==> config.mk <==
export PLATFORM = sky130hd
export DESIGN_NAME = if_prefetch
export DESIGN_NICKNAME = d
export VERILOG_FILES = /design/src/rtl/if_prefetch.sv
export SDC_FILE = /design/constraint.sdc
export NUM_CORES = 1
export LEC_CHECK = 0
export ABC_AREA = 1
export CAP_MARGIN = 40
export CORE_UTILIZATION = 51
export CTS_BUF_LIST = sky130_fd_sc_hd__clkbuf_8
export DETAILED_ROUTE_END_ITERATION = 10
export PLACE_DENSITY = 0.76
export SLEW_MARGIN = 20
export SYNTH_ARGS = -nofsm -noshare
export SYNTH_HDL_FRONTEND = slang
export SYNTH_SLANG_ARGS = --single-unit
export TNS_END_PERCENT = 50
==> constraint.sdc <==
create_clock -name clock -period 4.1 [get_ports clock]
set_input_delay 0.82 -clock clock [delete_from_list [all_inputs] [get_ports clock]]
set_output_delay 0.82 -clock clock [all_outputs]
set_load 0.02 [all_outputs]
==> src/rtl/if_prefetch.sv <==
// Instruction-fetch stage: sequential imem fetches into a small prefetch FIFO feeding the ID register.
// Optional macro IF_BYPASS_EN: an ack that finds the FIFO empty loads the ID register directly.
module if_prefetch #(
  parameter int                DEPTH    = 4,
  parameter int                ADDR_W   = 32,
  parameter logic [ADDR_W-1:0] RESET_PC = '0
) (
  input  logic              clock,
  input  logic              reset_0,
  output logic              imem_req,
  output logic [ADDR_W-1:0] imem_addr,
  input  logic              imem_ack,
  input  logic [31:0]       imem_rdata,
  input  logic              redirect,
  input  logic [ADDR_W-1:0] redirect_pc,
  input  logic              id_stall,
  output logic [ADDR_W-1:0] pc,
  output logic [31:0]       instr_id,
  output logic              instr_valid
);

  localparam int PW = $clog2(DEPTH);
  localparam int CW = PW + 1;
  localparam logic [CW-1:0] DEPTH_C = CW'(DEPTH);

  logic [ADDR_W-1:0] fifo_pc    [DEPTH];
  logic [31:0]       fifo_instr [DEPTH];
  logic [PW-1:0]     wr_ptr, rd_ptr;
  logic [CW-1:0]     count, count_next;

  logic              outstanding, discard;
  logic [ADDR_W-1:0] fetch_pc, fetch_pc_next, req_addr;
  logic [ADDR_W-1:0] pc_q;
  logic [31:0]       instr_q;
  logic              valid_q;

  logic ack_valid, fifo_empty, bypass, push, pop, req_free, issue;

  assign ack_valid  = outstanding & imem_ack;
  assign fifo_empty = (count == '0);

`ifdef IF_BYPASS_EN
  assign bypass = ack_valid & ~discard & ~redirect & ~id_stall & fifo_empty;
`else
  assign bypass = 1'b0;
`endif

  assign push = ack_valid & ~discard & ~redirect & ~bypass;
  assign pop  = ~redirect & ~id_stall & ~fifo_empty;

  // Occupancy after this edge; a redirect discards everything queued.
  always_comb begin
    count_next = count;
    if (redirect)
      count_next = '0;
    else if (push && !pop)
      count_next = count + CW'(1);
    else if (pop && !push)
      count_next = count - CW'(1);
  end

  always_comb begin
    fetch_pc_next = fetch_pc;
    if (redirect)
      fetch_pc_next = redirect_pc & ~ADDR_W'(3);
    else if (ack_valid && !discard)
      fetch_pc_next = fetch_pc + ADDR_W'(4);
  end

  // A new request can follow an ack on the same edge, but never during a redirect edge.
  assign req_free = ~outstanding | ack_valid;
  assign issue    = req_free & ~redirect & (count_next < DEPTH_C);

  always_ff @(posedge clock or negedge reset_0) begin
    if (!reset_0) begin
      fetch_pc    <= RESET_PC;
      req_addr    <= RESET_PC;
      outstanding <= 1'b0;
      discard     <= 1'b0;
    end else begin
      fetch_pc <= fetch_pc_next;
      if (issue) begin
        outstanding <= 1'b1;
        req_addr    <= fetch_pc_next;
      end else if (ack_valid) begin
        outstanding <= 1'b0;
      end
      if (redirect)
        discard <= outstanding & ~imem_ack;
      else if (ack_valid)
        discard <= 1'b0;
    end
  end

  always_ff @(posedge clock or negedge reset_0) begin
    if (!reset_0) begin
      wr_ptr <= '0;
      rd_ptr <= '0;
      count  <= '0;
    end else begin
      count <= count_next;
      if (redirect) begin
        wr_ptr <= '0;
        rd_ptr <= '0;
      end else begin
        if (push) wr_ptr <= wr_ptr + PW'(1);
        if (pop)  rd_ptr <= rd_ptr + PW'(1);
      end
    end
  end

  always_ff @(posedge clock) begin
    if (push) begin
      fifo_pc[wr_ptr]    <= req_addr;
      fifo_instr[wr_ptr] <= imem_rdata;
    end
  end

  always_ff @(posedge clock or negedge reset_0) begin
    if (!reset_0) begin
      pc_q    <= '0;
      instr_q <= '0;
      valid_q <= 1'b0;
    end else if (redirect) begin
      instr_q <= '0;
      valid_q <= 1'b0;
    end else if (bypass) begin
      pc_q    <= req_addr;
      instr_q <= imem_rdata;
      valid_q <= 1'b1;
    end else if (!id_stall) begin
      if (pop) begin
        pc_q    <= fifo_pc[rd_ptr];
        instr_q <= fifo_instr[rd_ptr];
        valid_q <= 1'b1;
      end else begin
        instr_q <= '0;
        valid_q <= 1'b0;
      end
    end
  end

  assign imem_req    = outstanding;
  assign imem_addr   = req_addr;
  assign pc          = pc_q;
  assign instr_id    = instr_q;
  assign instr_valid = valid_q;

  // The issue limit guarantees a push never lands on a full FIFO.
  a_no_overflow : assert property (@(posedge clock) disable iff (!reset_0)
                                   !(push && count == DEPTH_C));

endmodule

==> run summary <==
LOGIC SYNTHESIS
-------------------------------------------------------------------------------------
Post-Synthesis Net Count                                                         1459
Average cell area after synthesis                                            11.4 um2
Share of the synthesized area in the top cell type                              48.9%
Count of flip-flops with a built-in enable after synthesis                        256
Number of different library cells in the post-synthesis netlist                    32
List of most frequent post-synthesis cells                               nand2_1, edfxtp_1, nor2_1
Synthesized netlist cell count                                                   1382
Cell with the most instances after synthesis                                  nand2_1
Area of the mapped netlist                                                 0.0157 mm2
Top FF cell, synth                                                           edfxtp_1
Flip-flop and latch count after synthesis                                         394
Cell accounting for the most synthesized area                                edfxtp_1
Part of the Yosys area used for sequential elements                             70.9%
Yosys warnings                                                                      0
Proportion of synthesized flip-flops having asynchronous set or reset           35.0%
Top cells by area, synth                                                 edfxtp_1, dfrtp_1, nand2_1

CLOCKING
-------------------------------------------------------------------------------------
Clock tree from TritonCTS                                                         yes
Hold_buf cts                                                                        0
Clock tree root driver cell                                                  clkbuf_8
CTS resizes                                                                         0
Clk pin slew, worst setup/hold paths                                          0.06 ns
Number of buffers on the longest clock path                                         3
Number of buffers created by CTS                                                   60
Total number of clock tree sinks                                                  394
CTS H-Tree Depth                                                                    2
Clock insertion delay at the later pin of the skew report                     0.59 ns
Post-CTS Setup Inserts                                                              0

FINAL LAYOUT
-------------------------------------------------------------------------------------
Filler instances                                                                 2323
Sequential cell area                                                       0.0111 mm2
Proportion of layout cells with a drive suffix above 1                          8.11%
Combined area of the multi-input logic cells                              0.00408 mm2
Layout area overhead                                                            20.7%
Post-layout net count                                                            1632
Filler-free cell count of the finished design                                    1995

STA
-------------------------------------------------------------------------------------
Number of endpoints failing setup at the final stage                                0
Post-route minimum period                                                     2.58 ns
Max-Slew Margin vs Limit                                                        47.4%
Worst Setup Slack, final                                                      1.52 ns
Total count of hold-check failures in the final report                              0
Max-slew violations                                                                 0
Post-route fraction of the period consumed by the critical path                 62.9%
Min Hold Slack                                                               0.150 ns
Actual slew at the worst max-slew pin                                        0.790 ns
Max Clk Rate                                                                  388 MHz
Clock tree skew after final layout                                          0.0141 ns
Sum of negative setup slack                                                      0 ns
Unrepaired setup endpoints after global routing                                 false

WORST SETUP PATH
-------------------------------------------------------------------------------------
Largest incremental delay on the critical path                                0.67 ns
Cell with the largest stage delay on the worst path                      clkdlybuf4s50_1
Crit path from                                                           imem_addr[21]
Crit Reg-Reg Startpoint                                                     rd_ptr[0]
Combined buffer and inverter count along the critical path                          1
Reg-to-reg critical path endpoint                                        instr_id[18]
Cell count of the worst reg-to-reg path                                             4
Worst endpoint data arrival time                                              1.76 ns
Capturing element type of the critical path                              primary output
CP cell instances                                                        clkdlybuf4s50_1
Critical Path RT                                                              3.28 ns
CP Max Fanout                                                                       6
Kind of launch point of the worst setup path                                     flop
Critical path class                                                           reg2out
Internal reg-to-reg setup slack                                               1.77 ns
Gate family responsible for the most delay along the worst path          buffers and inverters

PLACED DESIGN
-------------------------------------------------------------------------------------
GP Congestion                                                                   0.891
Port bufs                                                                         164
HPWL Detailed                                                                 20.7 mm
Worst setup slack before clock tree synthesis                                0.983 ns
Post-Place Cells                                                                 1881

GLOBAL ROUTE
-------------------------------------------------------------------------------------
Via count of the first global-routing pass                                      10800
Global-route met2 utilization                                                   38.4%
Largest net degree at the start of global routing                                  91
Met3 track utilization from global routing                                      4.41%
Residual overflow from global routing                                               0
Number of antenna violations at the first check in global routing                   1
Global route hottest layer                                                       met2
GR met1 Demand/Resource                                                         31.1%
Global-route usage over all layers                                              23.2%
First-pass GRT wire length                                                    56.3 mm

DETAILED ROUTING
-------------------------------------------------------------------------------------
Via-to-Cell Ratio                                                                5.45
Drt total wl                                                                  36.0 mm
Per-cell routed wire length                                                   18.1 um
Count of routing violations after the opening detailed-route iteration            812
DRT antenna net count                                                               0
Length of the first detailed-routing pass in iterations                             7
Total number of vias                                                            10900
Remaining design rule violation count                                               0

POWER AND IR DROP
-------------------------------------------------------------------------------------
Total Power                                                                  0.0118 W
Pwr/cell area                                                              623 mW/mm2
Peak supply drop                                                           0.000346 V
Leak pwr                                                                      7.60 nW

FLOORPLANNING
-------------------------------------------------------------------------------------
Core outline area                                                          0.0300 mm2
Overall die width                                                              178 um
Initial cell density of the core                                                52.5%
I/O pin count                                                                     167
Die extent in y                                                                178 um
Full die area                                                              0.0315 mm2
Site Rows                                                                          63

STATUS
-------------------------------------------------------------------------------------
Run status                                                               complete, no violations

RUN
-------------------------------------------------------------------------------------
Max-cap violations                                                                  0

MIN PATH
-------------------------------------------------------------------------------------
Tightest Hold Check Type                                                     in2async

layout by cell type (no fill, tap or decap), drive strengths merged:
| master | n |
|---|---|
| a21o | 1 |
| a21oi | 65 |
| a221o | 32 |
| a31oi | 33 |
| and2 | 3 |
| buf | 22 |
| bufinv | 2 |
| clkbuf | 65 |
| clkdlybuf4s50 | 163 |
| clkinv | 19 |
| clkinvlp | 1 |
| dfrtp | 138 |
| diode | 2 |
| edfxtp | 256 |
| ha | 8 |
| inv | 77 |
| nand2 | 311 |
| nand3 | 93 |
| nand3b | 1 |
| nand4 | 8 |
| nor2 | 203 |
| nor3 | 2 |
| o211ai | 1 |
| o21ai | 84 |
| or2 | 7 |
| xnor2 | 4 |
| xor2 | 4 |
worst max path at each step:
stage                       end  slack (ns)  cells after the start
6_report          imem_addr[21]        1.52                      1
5_1_grt            imem_addr[2]        1.44                      1
4_1_cts                  pc[18]        1.47                      4
3_5_place_dp   fifo_instr[1][1]        0.98                      6
3_3_place_gp   fifo_instr[1][1]        1.02                      6
2_1_floorplan  fifo_instr[0][0]       -0.24                      4
metal layers:
metal  up-vias  wire length (um)
met2       417             17300
met5         -                 0
met3        60              2640
met4         0               664
li1       5140                 -
met1      5258             15400
cell type report:
class	instances	share of cell area, %
well taps	390	2.57
multi-input cells	860	21.5
diodes	2	0.0264
repair buffers	185	10.1
clock buffers	65	4.72
clock inverters	45	1.24
flip-flops and latches	394	58.7
inverters	54	1.08
power by group:
part	internal [W]	switching [W]
Combinational	0.00132	0.00190
Sequential	0.00497	0.000626
Clock	0.00158	0.00142
Total	0.00786	0.00395
state kept, by name, indices dropped and copies added, names as in the netlist:
signal       flops
imem_addr       32
fifo_pc        128
pc              32
fetch_pc        32
instr_valid      1
discard          1
wr_ptr           2
imem_req         1
instr_id        32
count            3
fifo_instr     128
rd_ptr           2
logic make-up after synthesis:
family,after synthesis,synth area share [%]
simple gates,628,16.5
compound gates,216,8.19
xor+xnor,8,0.446
buf+inv,128,3.41
fa+ha+maj,8,0.637
flops,394,70.9
through the flow:
| stage | instance area [um2] | util [%] |
|---|---|---|
| 3_3_place_gp | 17700 | 59.2 |
| 3_5_place_dp | 17800 | 59.4 |
| 6_report | 19000 | 63.3 |
| 4_1_cts | 18900 | 63.1 |
| 2_1_floorplan | 15700 | - |
| 5_1_grt | 19000 | 63.3 |
(Power assumes the default switching activity.)
